==> src/rtl/load_store_master.sv <==
// MIPS data-memory initiator: one LB/LBU/LH/LHU/LW/SB/SH/SW per request, word-aligned
// bus cycles with busy handshake, sub-word extract/extend and read-modify-write stores.
module load_store_master #(
  parameter int MAX_WAIT = 255,
  parameter int CNT_W    = 8
) (
  input  logic        clk,
  input  logic        reset,
  input  logic        start,
  input  logic [2:0]  op,
  input  logic [31:0] vaddr,
  input  logic [31:0] wdata,
  output logic [31:0] rdata,
  output logic        done,
  output logic        addr_error,
  output logic        bus_error,
  output logic [31:0] badvaddr,
  output logic        busy,
  output logic [31:0] mem_addr,
  output logic        mem_write,
  output logic [31:0] mem_din,
  input  logic [31:0] mem_dout,
  input  logic        mem_busy
);

  typedef enum logic [1:0] {IDLE, READ, WRITE, FIN} state_t;
  typedef enum logic [2:0] {OP_LB, OP_LBU, OP_LH, OP_LHU, OP_LW, OP_SB, OP_SH, OP_SW} op_t;

  state_t           state_reg, state_next;
  op_t              op_reg, op_next;
  logic [31:0]      vaddr_reg, vaddr_next;
  logic [15:0]      wdata_reg, wdata_next;
  logic [CNT_W-1:0] cnt_reg, cnt_next;
  logic [31:0]      rdata_reg, rdata_next;
  logic [31:0]      badvaddr_reg, badvaddr_next;
  logic [31:0]      mem_addr_reg, mem_addr_next;
  logic [31:0]      mem_din_reg, mem_din_next;
  logic             aerr_reg, aerr_next;
  logic             berr_reg, berr_next;

  logic             misaligned;
  logic             timeout;
  logic             is_rmw;
  logic [7:0]       lane_byte;
  logic [15:0]      lane_half;
  logic [31:0]      load_val;
  logic [31:0]      merged;

  always_comb begin
    misaligned = 1'b0;
    case (op_t'(op))
      OP_LH, OP_LHU, OP_SH: misaligned = vaddr[0];
      OP_LW, OP_SW:         misaligned = |vaddr[1:0];
      default:              misaligned = 1'b0;
    endcase
  end

  // The counter saturates at MAX_WAIT, so one more busy cycle there means abort.
  assign timeout = (MAX_WAIT != 0) && (cnt_reg == CNT_W'(MAX_WAIT)) && mem_busy;
  assign is_rmw  = (op_reg == OP_SB) || (op_reg == OP_SH);

  always_comb begin
    lane_byte = mem_dout[7:0];
    case (vaddr_reg[1:0])
      2'd0: lane_byte = mem_dout[7:0];
      2'd1: lane_byte = mem_dout[15:8];
      2'd2: lane_byte = mem_dout[23:16];
      2'd3: lane_byte = mem_dout[31:24];
      default: lane_byte = mem_dout[7:0];
    endcase
    lane_half = vaddr_reg[1] ? mem_dout[31:16] : mem_dout[15:0];
    case (op_reg)
      OP_LB:   load_val = {{24{lane_byte[7]}}, lane_byte};
      OP_LBU:  load_val = {24'd0, lane_byte};
      OP_LH:   load_val = {{16{lane_half[15]}}, lane_half};
      OP_LHU:  load_val = {16'd0, lane_half};
      default: load_val = mem_dout;
    endcase
  end

  // Byte-lane merge for SB/SH: each lane takes store data or keeps the fetched byte.
  generate
    for (genvar gi = 0; gi < 4; gi++) begin : g_lane
      logic       sel;
      logic [7:0] src;
      assign sel = (op_reg == OP_SB) ? (vaddr_reg[1:0] == 2'(gi))
                                     : (vaddr_reg[1] == 1'(gi / 2));
      assign src = (op_reg == OP_SB) ? wdata_reg[7:0] : wdata_reg[8*(gi%2) +: 8];
      assign merged[8*gi +: 8] = sel ? src : mem_dout[8*gi +: 8];
    end
  endgenerate

  always_comb begin
    state_next    = state_reg;
    op_next       = op_reg;
    vaddr_next    = vaddr_reg;
    wdata_next    = wdata_reg;
    cnt_next      = cnt_reg;
    rdata_next    = rdata_reg;
    badvaddr_next = badvaddr_reg;
    mem_addr_next = mem_addr_reg;
    mem_din_next  = mem_din_reg;
    aerr_next     = aerr_reg;
    berr_next     = berr_reg;
    case (state_reg)
      IDLE: begin
        if (start) begin
          op_next       = op_t'(op);
          vaddr_next    = vaddr;
          wdata_next    = wdata[15:0];
          mem_addr_next = {vaddr[31:2], 2'b00};
          cnt_next      = '0;
          aerr_next     = 1'b0;
          berr_next     = 1'b0;
          if (misaligned) begin
            aerr_next     = 1'b1;
            badvaddr_next = vaddr;
            state_next    = FIN;
          end else if (op_t'(op) == OP_SW) begin
            mem_din_next = wdata;
            state_next   = WRITE;
          end else begin
            state_next = READ;
          end
        end
      end
      READ: begin
        if (timeout) begin
          berr_next     = 1'b1;
          badvaddr_next = vaddr_reg;
          cnt_next      = '0;
          state_next    = FIN;
        end else if (mem_busy) begin
          cnt_next = cnt_reg + 1'b1;
        end else begin
          cnt_next = '0;
          if (is_rmw) begin
            mem_din_next = merged;
            state_next   = WRITE;
          end else begin
            rdata_next = load_val;
            state_next = FIN;
          end
        end
      end
      WRITE: begin
        if (timeout) begin
          berr_next     = 1'b1;
          badvaddr_next = vaddr_reg;
          cnt_next      = '0;
          state_next    = FIN;
        end else if (mem_busy) begin
          cnt_next = cnt_reg + 1'b1;
        end else begin
          cnt_next   = '0;
          state_next = FIN;
        end
      end
      FIN: begin
        cnt_next   = '0;
        state_next = IDLE;
      end
      default: state_next = IDLE;
    endcase
  end

  always_ff @(posedge clk) begin
    if (reset) begin
      state_reg    <= IDLE;
      op_reg       <= OP_LB;
      vaddr_reg    <= '0;
      wdata_reg    <= '0;
      cnt_reg      <= '0;
      rdata_reg    <= '0;
      badvaddr_reg <= '0;
      mem_addr_reg <= '0;
      mem_din_reg  <= '0;
      aerr_reg     <= 1'b0;
      berr_reg     <= 1'b0;
    end else begin
      state_reg    <= state_next;
      op_reg       <= op_next;
      vaddr_reg    <= vaddr_next;
      wdata_reg    <= wdata_next;
      cnt_reg      <= cnt_next;
      rdata_reg    <= rdata_next;
      badvaddr_reg <= badvaddr_next;
      mem_addr_reg <= mem_addr_next;
      mem_din_reg  <= mem_din_next;
      aerr_reg     <= aerr_next;
      berr_reg     <= berr_next;
    end
  end

  assign rdata      = rdata_reg;
  assign badvaddr   = badvaddr_reg;
  assign mem_addr   = mem_addr_reg;
  assign mem_din    = mem_din_reg;
  assign done       = (state_reg == FIN);
  assign addr_error = aerr_reg && (state_reg == FIN);
  assign bus_error  = berr_reg && (state_reg == FIN);
  assign busy       = (state_reg != IDLE);
  assign mem_write  = (state_reg == WRITE);

endmodule
==> config.mk <==
export PLATFORM = sky130hd
export DESIGN_NAME = load_store_master
export DESIGN_NICKNAME = d
export VERILOG_FILES = /design/src/rtl/load_store_master.sv
export SDC_FILE = /design/constraint.sdc
export NUM_CORES = 1
export LEC_CHECK = 0
export CAP_MARGIN = 20
export CORE_ASPECT_RATIO = 1.25
export CORE_MARGIN = 2
export CORE_UTILIZATION = 47
export DETAILED_ROUTE_END_ITERATION = 7
export MAX_ROUTING_LAYER = met4
export PLACE_DENSITY_LB_ADDON = 0.08
export SYNTH_ARGS = -nofsm -noshare
export SYNTH_HDL_FRONTEND = slang
export SYNTH_SLANG_ARGS = --single-unit
==> constraint.sdc <==
create_clock -name clk -period 3 [get_ports clk]
set_clock_uncertainty 0.2 [all_clocks]
set_input_delay 0.3 -clock clk [delete_from_list [all_inputs] [get_ports clk]]
set_output_delay 0.3 -clock clk [all_outputs]
set_load 0.02 [all_outputs]
==> results of run 1 <==
-- worst reg2reg max path: stages (launching register included) --
cell and delay, ns:
dfxtp_1 0.51, nand3b_1 0.32, o211ai_1 0.68, o22ai_1 0.14, a311oi_1 0.34, nor3_1 0.09
-- power groups by stage --
stage               sequential (mW)  clock [mW]  combinational (mW)
finish                         3.15        2.51                5.79
global route                   3.23        2.63                6.23
CTS                            3.15        2.54                5.80
detailed placement             3.18           0                5.77
global placement               3.18           0                5.70
floorplan                      3.64           0                3.38
-- final cells by class --
class / count / share of cell area
multi-input cells: 638 / 0.366
flip-flops and latches: 159 / 0.298
repair buffers: 254 / 0.238
clock buffers: 20 / 0.0419
well taps: 216 / 0.0253
clock inverters: 12 / 0.0217
inverters: 24 / 0.00845
-- kinds of logic after synthesis --
| kind of cell | after synthesis | synth area share |
|---|---|---|
| multiplexers | 61 | 0.0789 |
| flip-flops | 159 | 0.411 |
| adder cells (fa/ha/maj) | 5 | 0.00808 |
| other | 1 | 0.000484 |
| AND/OR/NAND/NOR | 316 | 0.175 |
| buffers and inverters | 128 | 0.0857 |
| XOR/XNOR | 7 | 0.00792 |
| AO/OA/AOI/OAI | 247 | 0.233 |
-- routing by layer --
layer,vias to the layer above,wire (um)
met2,308,11700
met5,-,0
li1,3542,-
met3,47,1720
met1,3494,10000
met4,0,894
-- worst min-delay path by stage --
stage            startpoint            end  depth (start not counted)
6_report              reset  vaddr_reg[12]                          2
3_5_place_dp   wdata_reg[8]   wdata_reg[8]                          2
5_1_grt               reset   vaddr_reg[5]                          2
2_1_floorplan     wdata[10]  wdata_reg[10]                          2
4_1_cts               reset   vaddr_reg[7]                          2
3_3_place_gp       rdata[0]       rdata[0]                          2
-- cell usage in the layout, fill, tap and decap left out, drive strengths merged, types with 6 or more instances in the layout --
cell | Yosys | layout
mux2i | 61 | 61
o211ai | 9 | 9
a221o | 16 | 16
a2bb2oi | 7 | 7
o22ai | 16 | 16
a311oi | 11 | 11
buf | 59 | 22
clkdlybuf4s50 | 0 | 232
dfxtp | 159 | 159
inv | 24 | 26
a211oi | 66 | 66
clkbuf | 45 | 20
nand2 | 165 | 165
nor2b | 29 | 29
nor2 | 80 | 80
a21oi | 105 | 105
bufinv | 0 | 6
nor3 | 20 | 20
==> impl_metrics.csv, run 1 <==
group,metric,value,unit
detailed_routing,ant_nets,0,
timing,tightest_slew,0.940,ns
flow_run,max-cap-violations,0,
clock_network,cts.repair.resized,0,
global_route,global_route.usage.met2,0.449,
synth,ys.flop_type,"dfxtp_1",
global_route,antenna_found_initial,0,
worst_setup_path,regToRegStartpoint,"op_reg[0]",
worst_setup_path,worst_ep_arrival_time,2.04,ns
finish,final_cells,1323,
detailed_routing,wl_per_cell,18.4,um
global_route,grt_overflow,0,
synth,synth_most_common_cell,"nand2_1",
timing,holdWs,0.165,ns
power_and_ir_drop,combinationalPowerShare,0.506,
detailed_routing,drc_errors,0,
power_and_ir_drop,swShare,0.405,
timing,slew_viol_final,0,
floorplan,die_y,147,um
synth,synth-edff-count,0,
clock_network,clk_pin_slew,0.06,ns
global_route,use_met1,0.340,
power_and_ir_drop,ir_drop,0.556,mV
synth,synth.cell_area,7740,um2
power_and_ir_drop,p_sw,4.63,mW
finish,finalInstanceArea,10700,um2
synth,yosys_warnings,0,
worst_setup_path,r2r_cells,5,
timing,grt_setup_unrepaired,"false",
worst_setup_path,crit_path_top_delay_cell,"clkdlybuf4s50_1",
global_route,grt_pass1_vias,6947,
power_and_ir_drop,power.internal,6.81,mW
worst_hold_path,min_path_type,"in2reg",
worst_setup_path,cp.depth,4,
finish,regArea,3180,um2
finish,nets,1202,
detailed_routing,drt_iter0_drc,404,
worst_setup_path,end_kind,"primary output",
clock_network,cts_made_buffers,17,
placement,place_area,9990,um2
worst_setup_path,critPathTopFamily,"buffers and inverters",
detailed_routing,drt_wl_total,24300,um
global_route,grt_first_pass_wirelength,37400,um
detailed_routing,via_per_inst,5.59,
timing,fin_setup_tns,0,ns
outcome,status,"complete, no violations",
timing,fmax,393,MHz
floorplan,fp-row-count,52,
floorplan,chipWidth,119,um
worst_setup_path,worstPathRequired,2.50,ns
finish,antennaDiodeCount,0,
timing,hold_viol_final,0,
global_route,met3_usage,0.0671,
power_and_ir_drop,power,11.4,mW
finish,multi_input_area,3910,um2
clock_network,cts_setup_buffers,0,
placement,dpl.hpwl,17200,um
clock_network,clk_latency,0.43,ns
synth,synth.area.top_cells,"dfxtp_1, nand2_1, mux2i_1",
synth,ys_types,48,
placement,place_ws,0.563,ns
floorplan,dieArea,17500,um2
worst_setup_path,r2r-end,"mem_din[31]",
worst_setup_path,cp-endpoint,"busy",
clock_network,cts_buffer_depth,2,
power_and_ir_drop,p_leak,3.96,nW
finish,fillers,1427,
clock_network,cts_root_buffer,"clkbuf_16",
timing,max_slew_margin,0.372,
power_and_ir_drop,powerDensity,1070,nW/um2
synth,synth_common_cells,"nand2_1, dfxtp_1, a21oi_1",
timing,post-route-period-util,0.847,
worst_setup_path,worstSetupPathType,"reg2out",
synth,synth_area_per_cell,8.38,um2
timing,setup_viol,0,
worst_setup_path,max_stage_delay,0.66,ns
detailed_routing,vias,7391,
synth,synth_top_area_frac,0.411,
clock_network,cts_tree,"built",
power_and_ir_drop,clkPwrFrac,0.219,
worst_setup_path,worstSetupStartpoint,"state_reg[0]",
worst_setup_path,crit_chain,"inv_1, ha_2, inv_1, clkdlybuf4s50_1",
placement,place.gp.congestion,0.953,
global_route,busiest_layer,"met2",
power_and_ir_drop,power_frac_seq,0.275,
worst_setup_path,rrSetupSlack,0.59,ns
global_route,grt_max_degree,65,
floorplan,initial_utilization,0.480,
clock_network,clkSinkCount,159,
worst_setup_path,critPathBufInv,3,
synth,ys_seq_area_frac,0.411,
clock_network,htreeDepth,4,
worst_setup_path,path_common_cell,"inv_1",
synth,synthCells,924,
placement,place_inst,1291,
worst_setup_path,cp_max_fo,7,
synth,yosys.area.top_type,"dfxtp_1",
synth,async_flop_share,0,
detailed_routing,first_pass_iters,4,
clock_network,postCtsHoldBufs,0,
finish,area_growth,37.8,%
floorplan,io_pins,236,
finish,drive_gt1_frac,0.0804,
synth,synth-seq-cells,159,
floorplan,core,16100,um2
global_route,gr-usage-all-layers,0.280,
timing,fin_ws,0.458,ns
timing,min_period,2.54,ns
worst_setup_path,cp-start-kind,"flip-flop",
placement,io_buffers,233,
finish,final_util,0.661,
No activity file was read; power rests on OpenSTA's default activity.
==> run 2, diff against run 1 <==
Clock period 3 ns to 2.4 ns, I/O delays scaled along.
==> run 2 against run 1 <==
  * Final area grew 0.36%
  * Count of clock-buffer cells in the layout shrank 2
  * Hold slack is essentially flat
  * Clock power grew 8.4%
  * Sequential share of layout area down 0.11 points
  * Combinational power is 26% higher
  * Sequential cell count did not move
  * Critical path depth is 1 lower
  * Critical endpoint is now addr_error
  * Cell count up 1.4%
  * Non-clock buffer count up 17
  * Sequential power increased by 24%
  * Largest power group unchanged
==> impl_metrics.csv, run 2 (same netlist as run 1, synthesis figures left out) <==
group,metric,value,unit
timing,hold_viol_final,0,
power_and_ir_drop,power,13.9,mW
timing,tightest_slew,0.935,ns
finish,final_util,0.663,
clock_network,clkSinkCount,159,
clock_network,cts_root_buffer,"clkbuf_16",
finish,area_growth,38.3,%
clock_network,clk_pin_slew,0.07,ns
finish,final_common_cell,"clkdlybuf4s50_1",
floorplan,dieArea,17500,um2
detailed_routing,wl_met2,11100,um
floorplan,core,16100,um2
power_and_ir_drop,powerDensity,1300,nW/um2
global_route,grt_max_degree,56,
worst_setup_path,worst_ep_arrival_time,1.80,ns
worst_setup_path,cp_max_fo,4,
timing,fin_setup_tns,0,ns
timing,post-route-period-util,0.933,
clock_network,cts_tree,"built",
clock_network,cts_buffer_depth,2,
placement,place.gp.congestion,0.925,
clock_network,postCtsHoldBufs,0,
worst_setup_path,cp-start-kind,"flip-flop",
timing,grt_setup_unrepaired,"false",
clock_network,clk_latency,0.43,ns
global_route,grt_pass1_vias,7032,
global_route,grt_first_pass_wirelength,37500,um
placement,io_buffers,233,
detailed_routing,drt_wl_total,23900,um
power_and_ir_drop,p_leak,4.01,nW
detailed_routing,vias,7259,
worst_setup_path,end_kind,"primary output",
detailed_routing,highest_layer,"met4",
clock_network,cts_setup_buffers,0,
global_route,grt_overflow,0,
floorplan,fp-row-count,52,
worst_setup_path,worstSetupPathType,"reg2out",
timing,fmax,447,MHz
timing,slew_viol_final,0,
detailed_routing,wl_met1,10000,um
detailed_routing,wl_per_cell,17.8,um
placement,place_inst,1308,
placement,place_area,10100,um2
finish,fillers,1470,
finish,drive_gt1_frac,0.0961,
floorplan,chipWidth,119,um
worst_setup_path,worstPathRequired,1.96,ns
timing,max_slew_margin,0.375,
detailed_routing,wl_met3,1660,um
detailed_routing,drt_iter0_drc,459,
detailed_routing,drc_errors,0,
floorplan,die_y,147,um
finish,final_cells,1341,
finish,nets,1219,
floorplan,initial_utilization,0.480,
detailed_routing,ant_nets,0,
outcome,status,"complete, no violations",
global_route,antenna_found_initial,1,
flow_run,max-cap-violations,0,
clock_network,cts_made_buffers,17,
clock_network,htreeDepth,4,
detailed_routing,first_pass_iters,4,
detailed_routing,via_per_inst,5.41,
placement,dpl.hpwl,17200,um
global_route,gr-usage-all-layers,0.280,
finish,mostFrequentLayoutCells,"clkdlybuf4s50_1, nand2_1, dfxtp_1",
worst_hold_path,min_path_type,"in2reg",
timing,setup_viol,0,
floorplan,io_pins,236,
power_and_ir_drop,ir_drop,0.673,mV
finish,finalInstanceArea,10700,um2
timing,min_period,2.24,ns
## run 2: cell types whose count changed in the layout (fill, tap and decap cells not counted)
| cell | change |
|---|---|
| a21oi_1 | -1 |
| a21oi_2 | +1 |
| buf_4 | +17 |
| bufinv_16 | -4 |
| clkbuf_1 | -1 |
| clkbuf_8 | -1 |
| clkdlybuf4s50_1 | -1 |
| clkinv_2 | +2 |
| clkinv_4 | -1 |
| clkinvlp_4 | +1 |
| diode_2 | +1 |
| dlygate4sd2_1 | +1 |
| inv_6 | +4 |
## run 2: worst max-delay path, cell delays in order (launching register included)
cell	delay, ns
dfxtp_1	0.38
ha_1	0.24
and2_1	0.15
clkdlybuf4s50_1	0.59
## run 2: worst paths after layout
kind	start	to	slack, ns	cells past startpoint
worst max-delay path	state_reg[0]	addr_error	0.16	3
worst max register to register	vaddr_reg[1]	mem_din[5]	0.19	4
worst min-delay path	reset	vaddr_reg[14]	0.17	2
worst min register to register	rdata[0]	rdata[0]	0.25	2
## run 2: stage by stage
step | setup slack (ns) | hold slack [ns]
finish | 0.161 | 0.166
global route | 0.0262 | 0.180
detailed placement | 0.0262 | 0.248
CTS | 0.0944 | 0.152
floorplan | 0.117 | 0.176
global placement | 0.0848 | 0.241
## run 2: per-layer routing
layer  GRT usage  vias to the layer above
met3      0.0602                       51
li1            -                     3589
met5           -                        -
met1       0.339                     3320
met2       0.440                      299
met4       0.140                        0
## run 2: what timing repair did
action,CTS,global route
hold endpoints to repair,0,0
setup endpoints to repair,1,7
gates resized for setup,1,1
## run 2: layout make-up
type	instances	area (um2)	share of cell area
timing repair buffer	271	2660	0.249
inverter	24	90.1	0.00842
clock inverter	14	155	0.0145
multi-input combinational	638	3910	0.365
antenna	1	2.50	0.000234
tap	216	270	0.0253
clock buffer	18	429	0.0401
sequential	159	3180	0.297
## run 2: report_power, final
part / leakage (nW) / total [mW] / switching (mW) / internal, mW
registers: 1.30 / 3.91 / 0.484 / 3.43
logic: 2.42 / 7.31 / 4.14 / 3.17
clock network: 0.282 / 2.72 / 1.17 / 1.55
total: 4.01 / 13.9 / 5.79 / 8.15
==> run 3, diff against run 2 <==
Settings changed: GPL_ROUTABILITY_DRIVEN set to 0.
==> run 3 against run 2 <==
  * Global-route usage shrank 0.37 points
  * Fmax shrank 0.49%
  * Register-to-register slack worse by 0.04 ns
  * Cell count fell by 0.22%
  * Routed wire length is essentially flat
  * Combinational power rose by 0.7%
  * Clock power hardly changed
  * Critical endpoint is now mem_din[29]
==> impl_metrics.csv, run 3 (same netlist as run 1, synthesis figures left out) <==
group,metric,value,unit
outcome,status,"complete, no violations",
floorplan,io_pins,236,
worst_setup_path,r2r-end,"mem_din[29]",
timing,hold_viol_final,0,
detailed_routing,ant_nets,0,
power_and_ir_drop,powerDensity,1300,nW/um2
worst_setup_path,regToRegStartpoint,"op_reg[0]",
global_route,gr-usage-all-layers,0.276,
timing,fin_ws,0.150,ns
worst_setup_path,worstPathRequired,2.54,ns
worst_setup_path,worstSetupPathType,"reg2reg",
finish,fillers,1427,
finish,nets,1219,
clock_network,clk_latency,0.42,ns
placement,place_inst,1308,
finish,final_cells,1338,
finish,final_common_cell,"clkdlybuf4s50_1",
floorplan,die_y,147,um
clock_network,htreeDepth,4,
clock_network,postCtsHoldBufs,0,
power_and_ir_drop,ir_drop,0.658,mV
finish,mostFrequentLayoutCells,"clkdlybuf4s50_1, nand2_1, dfxtp_1",
global_route,grt_max_degree,59,
clock_network,cts_buffer_depth,2,
global_route,grt_first_pass_wirelength,37000,um
floorplan,fp-row-count,52,
floorplan,initial_utilization,0.480,
worst_setup_path,worstSetupStartpoint,"op_reg[0]",
timing,grt_setup_unrepaired,"false",
worst_setup_path,r2r_cells,5,
worst_setup_path,cp-endpoint,"mem_din[29]",
finish,finalInstanceArea,10700,um2
timing,max_slew_margin,0.540,
detailed_routing,via_per_inst,5.51,
clock_network,cts_root_buffer,"clkbuf_16",
floorplan,dieArea,17500,um2
clock_network,clk_pin_slew,0.06,ns
finish,regArea,3180,um2
worst_setup_path,cp-start-kind,"flip-flop",
timing,fin_setup_tns,0,ns
detailed_routing,vias,7372,
floorplan,chipWidth,119,um
worst_setup_path,worst_ep_arrival_time,2.39,ns
power_and_ir_drop,p_leak,4.02,nW
clock_network,cts_setup_buffers,0,
detailed_routing,drt_iter0_drc,444,
finish,multi_input_area,3910,um2
flow_run,max-cap-violations,0,
placement,dpl.hpwl,17300,um
timing,min_period,2.25,ns
global_route,antenna_found_initial,0,
clock_network,cts_tree,"built",
worst_setup_path,cp_max_fo,8,
detailed_routing,drt_wl_total,23900,um
timing,slew_viol_final,0,
finish,antennaDiodeCount,0,
worst_hold_path,min_path_type,"in2reg",
timing,holdWs,0.168,ns
worst_setup_path,end_kind,"flip-flop",
detailed_routing,first_pass_iters,5,
finish,area_growth,38.5,%
placement,place_area,10100,um2
detailed_routing,wl_per_cell,17.8,um
timing,fmax,444,MHz
global_route,grt_overflow,0,
global_route,grt_pass1_vias,6827,
clock_network,clkSinkCount,159,
floorplan,core,16100,um2
timing,setup_viol,0,
detailed_routing,drc_errors,0,
clock_network,cts_made_buffers,17,
placement,place_ws,0.0576,ns
timing,tightest_slew,0.690,ns
placement,io_buffers,233,
finish,drive_gt1_frac,0.0945,
worst_setup_path,rrSetupSlack,0.15,ns
timing,post-route-period-util,0.937,
==> run 3: cell count changes in the layout (fill, tap and decap cells not counted), moves of 2 or more <==
cell,before,now
clkinv_2,2,4
buf_4,35,33
inv_6,6,0
buf_12,4,6
==> run 3: routing by layer <==
layer | global-route usage | wire length [um]
met1 | 0.334 | 9910
met2 | 0.443 | 11500
met3 | 0.0606 | 1580
met4 | 0.120 | 879
met5 | - | 0
==> run 3: worst max-delay path, stage by stage, from the launching register on <==
cell and delay, ns:
dfxtp_1 0.51, nand3b_1 0.29, buf_4 0.28, o21ai_1 0.50
a311oi_1 0.20, nor3_1 0.20
==> run 3: cell type report <==
cell class / instances / area share
Clock inverter: 11 / 0.0134
Clock buffer: 19 / 0.0404
Inverter: 24 / 0.00840
Sequential cell: 159 / 0.297
Tap cell: 216 / 0.0252
Timing Repair Buffer: 271 / 0.251
Multi-Input combinational cell: 638 / 0.365
==> run 3: how the worst min path moves through the flow <==
| stage | endpoint | slack [ns] | from | cells after the start |
|---|---|---|---|---|
| global placement | rdata[4] | 0.24 | rdata[4] | 2 |
| detailed placement | rdata[3] | 0.25 | rdata[3] | 2 |
| finish | rdata[6] | 0.17 | reset | 2 |
| CTS | mem_din[2] | 0.15 | reset | 2 |
| global route | wdata_reg[4] | 0.17 | reset | 2 |
| floorplan | wdata_reg[10] | 0.18 | wdata[10] | 2 |
==> run 3: where the power goes <==
group	internal (mW)	total, mW	switching [mW]
registers	3.43	3.93	0.504
logic	3.21	7.36	4.15
clock network	1.62	2.69	1.07
total	8.26	14.0	5.72
==> run 3: per-stage QoR <==
step                      total power, mW   util
after floorplan                      8.77      -
after global placement               11.2  0.628
after detailed placement             11.3  0.628
after CTS                            14.1  0.664
after global routing                 14.8  0.664
final                                14.0  0.664
==> run 3: repair_timing <==
action / 4_1_cts / 5_1_grt
setup endpoints to repair: 1 / 8
gates resized for setup: 1 / 2
pin swaps: 0 / 0
